$ cat config.mk
export PLATFORM = sky130hd
export DESIGN_NAME = turn_crossing
export DESIGN_NICKNAME = d
export VERILOG_FILES = /design/src/rtl/turn_crossing.sv
export SDC_FILE = /design/constraint.sdc
export NUM_CORES = 1
export LEC_CHECK = 0
export CORE_ASPECT_RATIO = 0.8
export CORE_MARGIN = 8
export CORE_UTILIZATION = 40
export DETAILED_ROUTE_END_ITERATION = 8
export PLACE_DENSITY = 0.68
export SLEW_MARGIN = 25
export SYNTH_ARGS = -nofsm -noshare
export SYNTH_HDL_FRONTEND = slang
export SYNTH_SLANG_ARGS = --single-unit
$ cat constraint.sdc
create_clock -name clk -period 3.6 [get_ports clk]
set_input_delay 0.36 -clock clk [delete_from_list [all_inputs] [get_ports clk]]
set_output_delay 0.36 -clock clk [all_outputs]
set_load 0.1 [all_outputs]
$ cat src/rtl/turn_crossing.sv
// Crossing-turn manoeuvre sequencer: drives clear of a crossing, spins until the middle
// sensor reacquires the line, then hands the motors back over a 4-phase handshake.
module turn_crossing #(
   parameter int PERIOD_CYCLES    = 2_000_000,
   parameter int EXIT_PERIODS     = 10,
   parameter int MAX_TURN_PERIODS = 60
) (
   input  logic       clk,
   input  logic       reset,
   input  logic       turn_crossing_start,
   input  logic [1:0] turn_dir,
   input  logic       sensor_l,
   input  logic       sensor_m,
   input  logic       sensor_r,
   output logic       line_follower_start,
   output logic       busy,
   output logic       turn_timeout,
   output logic       motor_l_reset,
   output logic       motor_l_direction,
   output logic       motor_r_reset,
   output logic       motor_r_direction
);

   typedef enum logic [2:0] {IDLE, EXIT, SPIN_OFF, SPIN_ON, DONE} state_t;

   localparam logic [3:0] MOT_STOP  = 4'b1010;
   localparam logic [3:0] MOT_FWD   = 4'b0100;
   localparam logic [3:0] MOT_LSPIN = 4'b0000;
   localparam logic [3:0] MOT_RSPIN = 4'b0101;

   state_t      state, state_next;
   logic [20:0] pcnt;
   logic [7:0]  prd, spn;
   logic [1:0]  dir_q, pass;
   logic [3:0]  motor;
   logic        pe, spin, budget_out, reacquire, complete, timeout_hit;
   logic        unused_sensors;

   // Side sensors are ported for future turn qualification only.
   assign unused_sensors = sensor_l ^ sensor_r;

   assign pe          = (pcnt == 21'(PERIOD_CYCLES - 1));
   assign spin        = (state == SPIN_OFF) || (state == SPIN_ON);
   assign budget_out  = (({1'b0, spn} + 9'd1) == 9'(MAX_TURN_PERIODS));
   assign reacquire   = (state == SPIN_ON) && pe && !sensor_m;
   assign complete    = reacquire && (pass == 2'd1);
   // A reacquisition that finishes the turn on the last budget period beats the timeout.
   assign timeout_hit = spin && pe && budget_out && !complete;

   always_ff @(posedge clk) begin
      if (!reset) begin
         state        <= IDLE;
         pcnt         <= '0;
         prd          <= '0;
         spn          <= '0;
         dir_q        <= '0;
         pass         <= '0;
         turn_timeout <= 1'b0;
      end else begin
         state <= state_next;
         if ((state_next != state) || (state == IDLE) || pe)
            pcnt <= '0;
         else
            pcnt <= pcnt + 21'd1;

         case (state)
            IDLE: begin
               if (turn_crossing_start) begin
                  dir_q        <= turn_dir;
                  pass         <= (turn_dir == 2'b11) ? 2'd2 : 2'd1;
                  prd          <= '0;
                  spn          <= '0;
                  turn_timeout <= 1'b0;
               end
            end
            EXIT: begin
               if (pe) prd <= prd + 8'd1;
            end
            SPIN_OFF, SPIN_ON: begin
               if (pe)          spn          <= spn + 8'd1;
               if (reacquire)   pass         <= pass - 2'd1;
               if (timeout_hit) turn_timeout <= 1'b1;
            end
            default: ;
         endcase
      end
   end

   always_comb begin
      state_next = state;
      unique case (state)
         IDLE: begin
            if (turn_crossing_start) state_next = EXIT;
         end
         EXIT: begin
            if (pe && (prd == 8'(EXIT_PERIODS - 1)))
               state_next = (dir_q == 2'b00) ? DONE : SPIN_OFF;
         end
         SPIN_OFF: begin
            if (timeout_hit)          state_next = DONE;
            else if (pe && sensor_m)  state_next = SPIN_ON;
         end
         SPIN_ON: begin
            if (complete || timeout_hit) state_next = DONE;
            else if (reacquire)          state_next = SPIN_OFF;
         end
         DONE: begin
            if (!turn_crossing_start) state_next = IDLE;
         end
         default: state_next = IDLE;
      endcase
   end

   always_comb begin
      busy                = (state != IDLE);
      line_follower_start = (state == DONE);
      motor               = MOT_STOP;
      case (state)
         EXIT:              motor = MOT_FWD;
         SPIN_OFF, SPIN_ON: motor = (dir_q == 2'b10) ? MOT_RSPIN : MOT_LSPIN;
         default:           motor = MOT_STOP;
      endcase
   end

   assign {motor_l_reset, motor_l_direction, motor_r_reset, motor_r_direction} = motor;

endmodule
==> results of run 1 <==
Yosys cell counts (5+ instances only):
master / n / share of area [%]
a21oi_1: 12 / 2.6
and2_1: 5 / 1.4
and3_1: 5 / 1.4
dfxtp_1: 45 / 39
ha_1: 6 / 3.3
inv_1: 5 / 0.81
mux2i_1: 6 / 2.6
nand2_1: 28 / 4.6
nand3_1: 20 / 4.3
nand4_1: 6 / 1.6
nor2_1: 37 / 6.0
nor3_1: 5 / 1.1
xnor2_1: 8 / 3.0
xor2_1: 16 / 6.1
cell type report:
cell class,instances,area [um^2]
Clock buffer,7,86.3
Fill cell,537,2940
Inverter,5,18.8
Multi-Input combinational cell,211,1340
Sequential cell,45,901
Tap cell,78,97.6
Timing Repair Buffer,12,115
through the flow:
| step | instance area [um^2] | cells | utilization, % | total power, mW |
|---|---|---|---|---|
| 2_1_floorplan | 2310 | 268 | - | 0.594 |
| 3_3_place_gp | 2470 | 351 | 45.0 | 0.613 |
| 3_5_place_dp | 2470 | 351 | 45.0 | 0.614 |
| 4_1_cts | 2560 | 358 | 46.6 | 0.922 |
| 5_1_grt | 2560 | 358 | 46.6 | 0.948 |
| 6_report | 2560 | 358 | 46.6 | 0.913 |
layout by cell type (no fill, tap or decap), drive strengths merged, types with 7 or more instances in the layout:
| cell | instances |
|---|---|
| a21oi | 12 |
| nor2 | 37 |
| clkdlybuf4s50 | 10 |
| xor2 | 16 |
| nand3 | 21 |
| nand2 | 28 |
| xnor2 | 8 |
| dfxtp | 45 |
| clkbuf | 7 |
| and3 | 8 |
power by group through the flow:
stage          combinational (mW)  clock (mW)  sequential (mW)
6_report                   0.0946       0.311            0.507
5_1_grt                     0.100       0.339            0.508
4_1_cts                    0.0953       0.320            0.507
3_5_place_dp               0.0952           0            0.519
3_3_place_gp               0.0937           0            0.519
2_1_floorplan              0.0764           0            0.518
sequential cells by signal, indices dropped and copies added (netlist names):
name          flops
pcnt             21
prd               8
spn               8
state             3
dir_q             2
pass              2
turn_timeout      1
cells by family (layout without fill, tap and decap cells):
logic type / after synthesis / count (layout) / synth area share, %
adder cells (fa/ha/maj): 6 / 6 / 3.26
flip-flops: 45 / 45 / 39.1
AO/OA/AOI/OAI: 29 / 29 / 8.46
AND/OR/NAND/NOR: 146 / 146 / 34.5
multiplexers: 6 / 6 / 2.60
buffers and inverters: 12 / 24 / 2.98
XOR/XNOR: 24 / 24 / 9.12
routing by layer:
layer	wire length [um]	up-vias	global-route usage, %
met5	0	-	0
met4	22	0	2.83
met3	154	2	2.58
met2	1920	25	16.4
met1	2390	848	15.0
li1	-	963	-
final timing paths:
kind / endpoint / cells after the start
hold / removal: pcnt[0] / 1
setup reg to reg: pcnt[9] / 5
hold reg to reg: pcnt[0] / 1
setup / recovery: pcnt[9] / 5
worst register-to-register path, delay by kind of cell (launching register included):
family           cells  cell delay [ns]
DFF                  1             0.34
and+or+nand+nor      5             2.10
==> run_results.csv, run 1 <==
group,metric,value,unit
routing,drtIter0Drc,82,
logic_synthesis,async_reset_ff_share,0,%
timing,tns,0,ns
routing,wire_per_inst,12.5,um
critical_path,crit_required,3.75,ns
logic_synthesis,synth_area,2310,um^2
pwr,switchingPower,0.230,mW
pwr,clockPowerShare,34.1,%
clocking,postCtsSetupBuffers,0,
routing,first_pass_iters,4,
critical_path,worst_setup_path_start_kind,"register",
logic_synthesis,ys_seq_elements,45,
clocking,root_buffer,"clkbuf_8",
final_layout,diodes,0,
routing,drt_wl_total,4490,um
status,status,"finished, final reports clean",
routing,drcViolationCount,0,
pwr,power.density,357,nW/um^2
clocking,insertion_delay,0.29,ns
critical_path,path_buf_inv,0,
critical_path,crit_arrival,2.72,ns
critical_path,cp-end-kind,"register",
timing,slew_viol_final,0,
floorplanning,die_w,101,um
routing,vias,1838,
global_routing,gr-total-overflow,0,
routing,viasPerCell,5.13,
pwr,combPwrFrac,10.4,%
critical_path,rr_startpoint,"pcnt[11]",
critical_path,path_delay_family,"simple AND/OR/NAND/NOR gates",
critical_path,max_stage_delay,0.58,ns
floorplanning,ios,15,
clocking,cts_resized,0,
logic_synthesis,ys.flop_type,"dfxtp_1",
timing,skew,0.00736,ns
timing,finalCritPeriodShare,71.4,%
critical_path,cp_slowest_cell,"nand2_1",
clocking,clkSlewWorstSetupHoldPaths,0.08,ns
global_routing,grt_pass1_vias,1647,
critical_path,cpMostUsedCell,"nand2_1",
timing,setup_ws,1.03,ns
place,pre_cts_slack,0.994,ns
clocking,clock_path_buffers,2,
pwr,p_sw_share,25.2,%
job,drv_cap,0,
final_layout,areaGrowthSynthToFinish,11.0,%
logic_synthesis,ys_types,48,
pwr,p_int,0.684,mW
timing,rsz0062_at_grt,"false",
logic_synthesis,synth_edf_count,0,
timing,hold_violations,0,
routing,drtAntennaViolNets,0,
floorplanning,initial_core_util,42.0,%
global_routing,grt_pass1_wl,7700,um
pwr,power.leakage,0.889,nW
global_routing,grt_max_degree,21,
global_routing,track_usage,10.9,%
pwr,ir_drop,0.234,mV
final_layout,layout-drive-gt1-share,9.29,%
critical_path,path_class,"register to register",
place,io_buffers,12,
clocking,hold_buffers,0,
clocking,cts_max_level,2,
timing,min_period,2.57,ns
timing,fmax,0.389,GHz
logic_synthesis,avgSynthCellArea,8.60,um^2
final_layout,nets,294,
floorplanning,dieArea,8470,um^2
pwr,seqPwrFrac,55.5,%
critical_path,cp_cell_sequence,"or4_4 -> nor4_4 -> nand2_1 -> nand2_1 -> nor2_1",
timing,relSlewSlack,35.2,%
critical_path,cp-startpoint,"pcnt[11]",
timing,whs,0.454,ns
logic_synthesis,synth_cells,268,
floorplanning,die_h,83.9,um
critical_path,crit_fanout,20,
place,post-dp-hpwl,3260,um
place,place_congestion,0.856,
logic_synthesis,synth_nets,282,
global_routing,antenna_found_initial,0,
logic_synthesis,yosysSeqAreaShare,39.1,%
clocking,cts_buffers,5,
critical_path,timing.reg2reg.setup_slack,1.03,ns
timing,setup_viol,0,
floorplanning,rows,24,
logic_synthesis,ys_warn_count,0,
worst_hold_path,hp-class,"register to register",
timing,worst_pin_slew,0.970,ns
clocking,cts.sinks,45,
clocking,cts_tree,"built",
worst_hold_path,hold_path.startpoint,"pcnt[0]",
floorplanning,core,5500,um^2
Power figures use the tool's default switching activity.
==> run 2: changes to the inputs <==
clock period = 2.53 ns   (was 3.6 ns; I/O delays follow)
==> run_results.csv, run 2 (synthesis gave the netlist of run 1 again) <==
group,metric,value,unit
status,status,"finished, final reports clean",
routing,drtAntennaViolNets,0,
final_layout,layout-drive-gt1-share,12.6,%
final_layout,multi_input_area,1350,um^2
job,drv_cap,0,
timing,skew,0.00460,ns
final_layout,largest_register_ffs,21,
critical_path,rr_startpoint,"pcnt[11]",
clocking,cts_max_level,2,
final_layout,final_cell_mix,"45 x dfxtp_1, 37 x nor2_1, 28 x nand2_1",
global_routing,grt_pass1_vias,1731,
timing,min_period,2.18,ns
timing,setup_ws,0.352,ns
pwr,power.leakage,0.919,nW
pwr,switchingPower,0.329,mW
routing,drtIter0Drc,67,
clocking,hold_buffers,0,
timing,setup_viol,0,
clocking,clock_path_buffers,2,
place,place_congestion,0.846,
routing,vias,1836,
timing,fmax,0.459,GHz
timing,tns,0,ns
worst_hold_path,hp-class,"register to register",
timing,rsz0062_at_grt,"false",
global_routing,track_usage,11.5,%
pwr,p_sw_share,25.7,%
final_layout,fill_cells,523,
routing,drcViolationCount,0,
floorplanning,die_w,101,um
global_routing,grt_max_degree,21,
timing,slew_viol_final,0,
clocking,cts_resized,0,
final_layout,final_common_cell,"dfxtp_1",
place,io_buffers,12,
critical_path,crit_fanout,9,
clocking,root_buffer,"clkbuf_8",
floorplanning,core,5500,um^2
floorplanning,rows,24,
pwr,seqPwrFrac,56.4,%
routing,drt_wl_total,4470,um
global_routing,grt_pass1_wl,8060,um
pwr,combPwrFrac,10.5,%
floorplanning,initial_core_util,42.0,%
routing,wire_per_inst,12.3,um
final_layout,diodes,0,
global_routing,gr-total-overflow,0,
worst_hold_path,hold_path.startpoint,"pcnt[0]",
clocking,cts_tree,"built",
critical_path,crit_required,2.77,ns
pwr,ir_drop,0.325,mV
routing,viasPerCell,5.04,
critical_path,worst_setup_path_start_kind,"register",
final_layout,seq_area,901,um^2
final_layout,fin_cells,364,
place,post-dp-hpwl,3280,um
final_layout,areaGrowthSynthToFinish,12.2,%
critical_path,path_class,"register to register",
critical_path,crit_arrival,2.42,ns
pwr,power.density,495,nW/um^2
critical_path,cp-startpoint,"pcnt[11]",
clocking,clkSlewWorstSetupHoldPaths,0.08,ns
final_layout,top_register,"pcnt",
clocking,cts_buffers,5,
timing,hold_violations,0,
critical_path,cp-end-kind,"register",
pwr,p_int,0.952,mW
clocking,postCtsSetupBuffers,0,
clocking,cts.sinks,45,
timing,worst_pin_slew,0.682,ns
pwr,finalPower,1.28,mW
timing,relSlewSlack,54.1,%
place,pre_cts_slack,0.365,ns
floorplanning,ios,15,
pwr,clockPowerShare,33.1,%
global_routing,antenna_found_initial,0,
floorplanning,dieArea,8470,um^2
place,dp.cells,356,
final_layout,top_regs,"pcnt: 21 flops, prd: 8 flops, spn: 8 flops",
timing,finalCritPeriodShare,86.1,%
final_layout,nets,299,
floorplanning,die_h,83.9,um
routing,first_pass_iters,5,
clocking,insertion_delay,0.29,ns
## run 2: power groups by stage
stage	clock, mW	combinational, mW	sequential (mW)
after floorplan	0	0.110	0.737
after global placement	0	0.134	0.739
after detailed placement	0	0.136	0.739
after CTS	0.438	0.136	0.722
after global routing	0.464	0.144	0.724
final	0.424	0.135	0.722
## run 2: layout make-up
class / count / area share, %
Tap cell: 78 / 3.77
Sequential cell: 45 / 34.8
Multi-Input combinational cell: 211 / 52.2
Clock buffer: 8 / 3.09
Inverter: 5 / 0.725
Timing Repair Buffer: 17 / 5.42
## run 2: through the flow
step | area [um^2] | hold WS, ns | utilization (%)
finish | 2590 | 0.457 | 47.1
global route | 2590 | 0.499 | 47.1
CTS | 2590 | 0.458 | 47.1
detailed placement | 2510 | 0.440 | 45.6
global placement | 2510 | 0.427 | 45.6
floorplan | 2320 | 0.400 | -
## run 2: layer usage
| metal | global-route usage [%] | vias to the layer above | share of wire (%) |
|---|---|---|---|
| met5 | 0 | - | 0 |
| li1 | - | 970 | - |
| met2 | 17.4 | 18 | 43 |
| met3 | 2.75 | 7 | 3.2 |
| met1 | 15.4 | 841 | 53 |
| met4 | 4.05 | 0 | 1.0 |
## run 2: worst paths after layout
| path | endpoint | slack [ns] | cells after the start |
|---|---|---|---|
| worst max-delay path | prd[6] | 0.35 | 6 |
| worst min-delay path | pcnt[0] | 0.46 | 1 |
| worst max register to register | prd[6] | 0.35 | 6 |
| worst min register to register | pcnt[0] | 0.46 | 1 |
## run 2: worst max-delay path, cell delays in order (launching register included)
cell	delay [ns]
dfxtp_1	0.34
or4_4	0.55
nor4_4	0.28
buf_4	0.21
nand3_2	0.17
or4_1	0.50
nand2_1	0.07
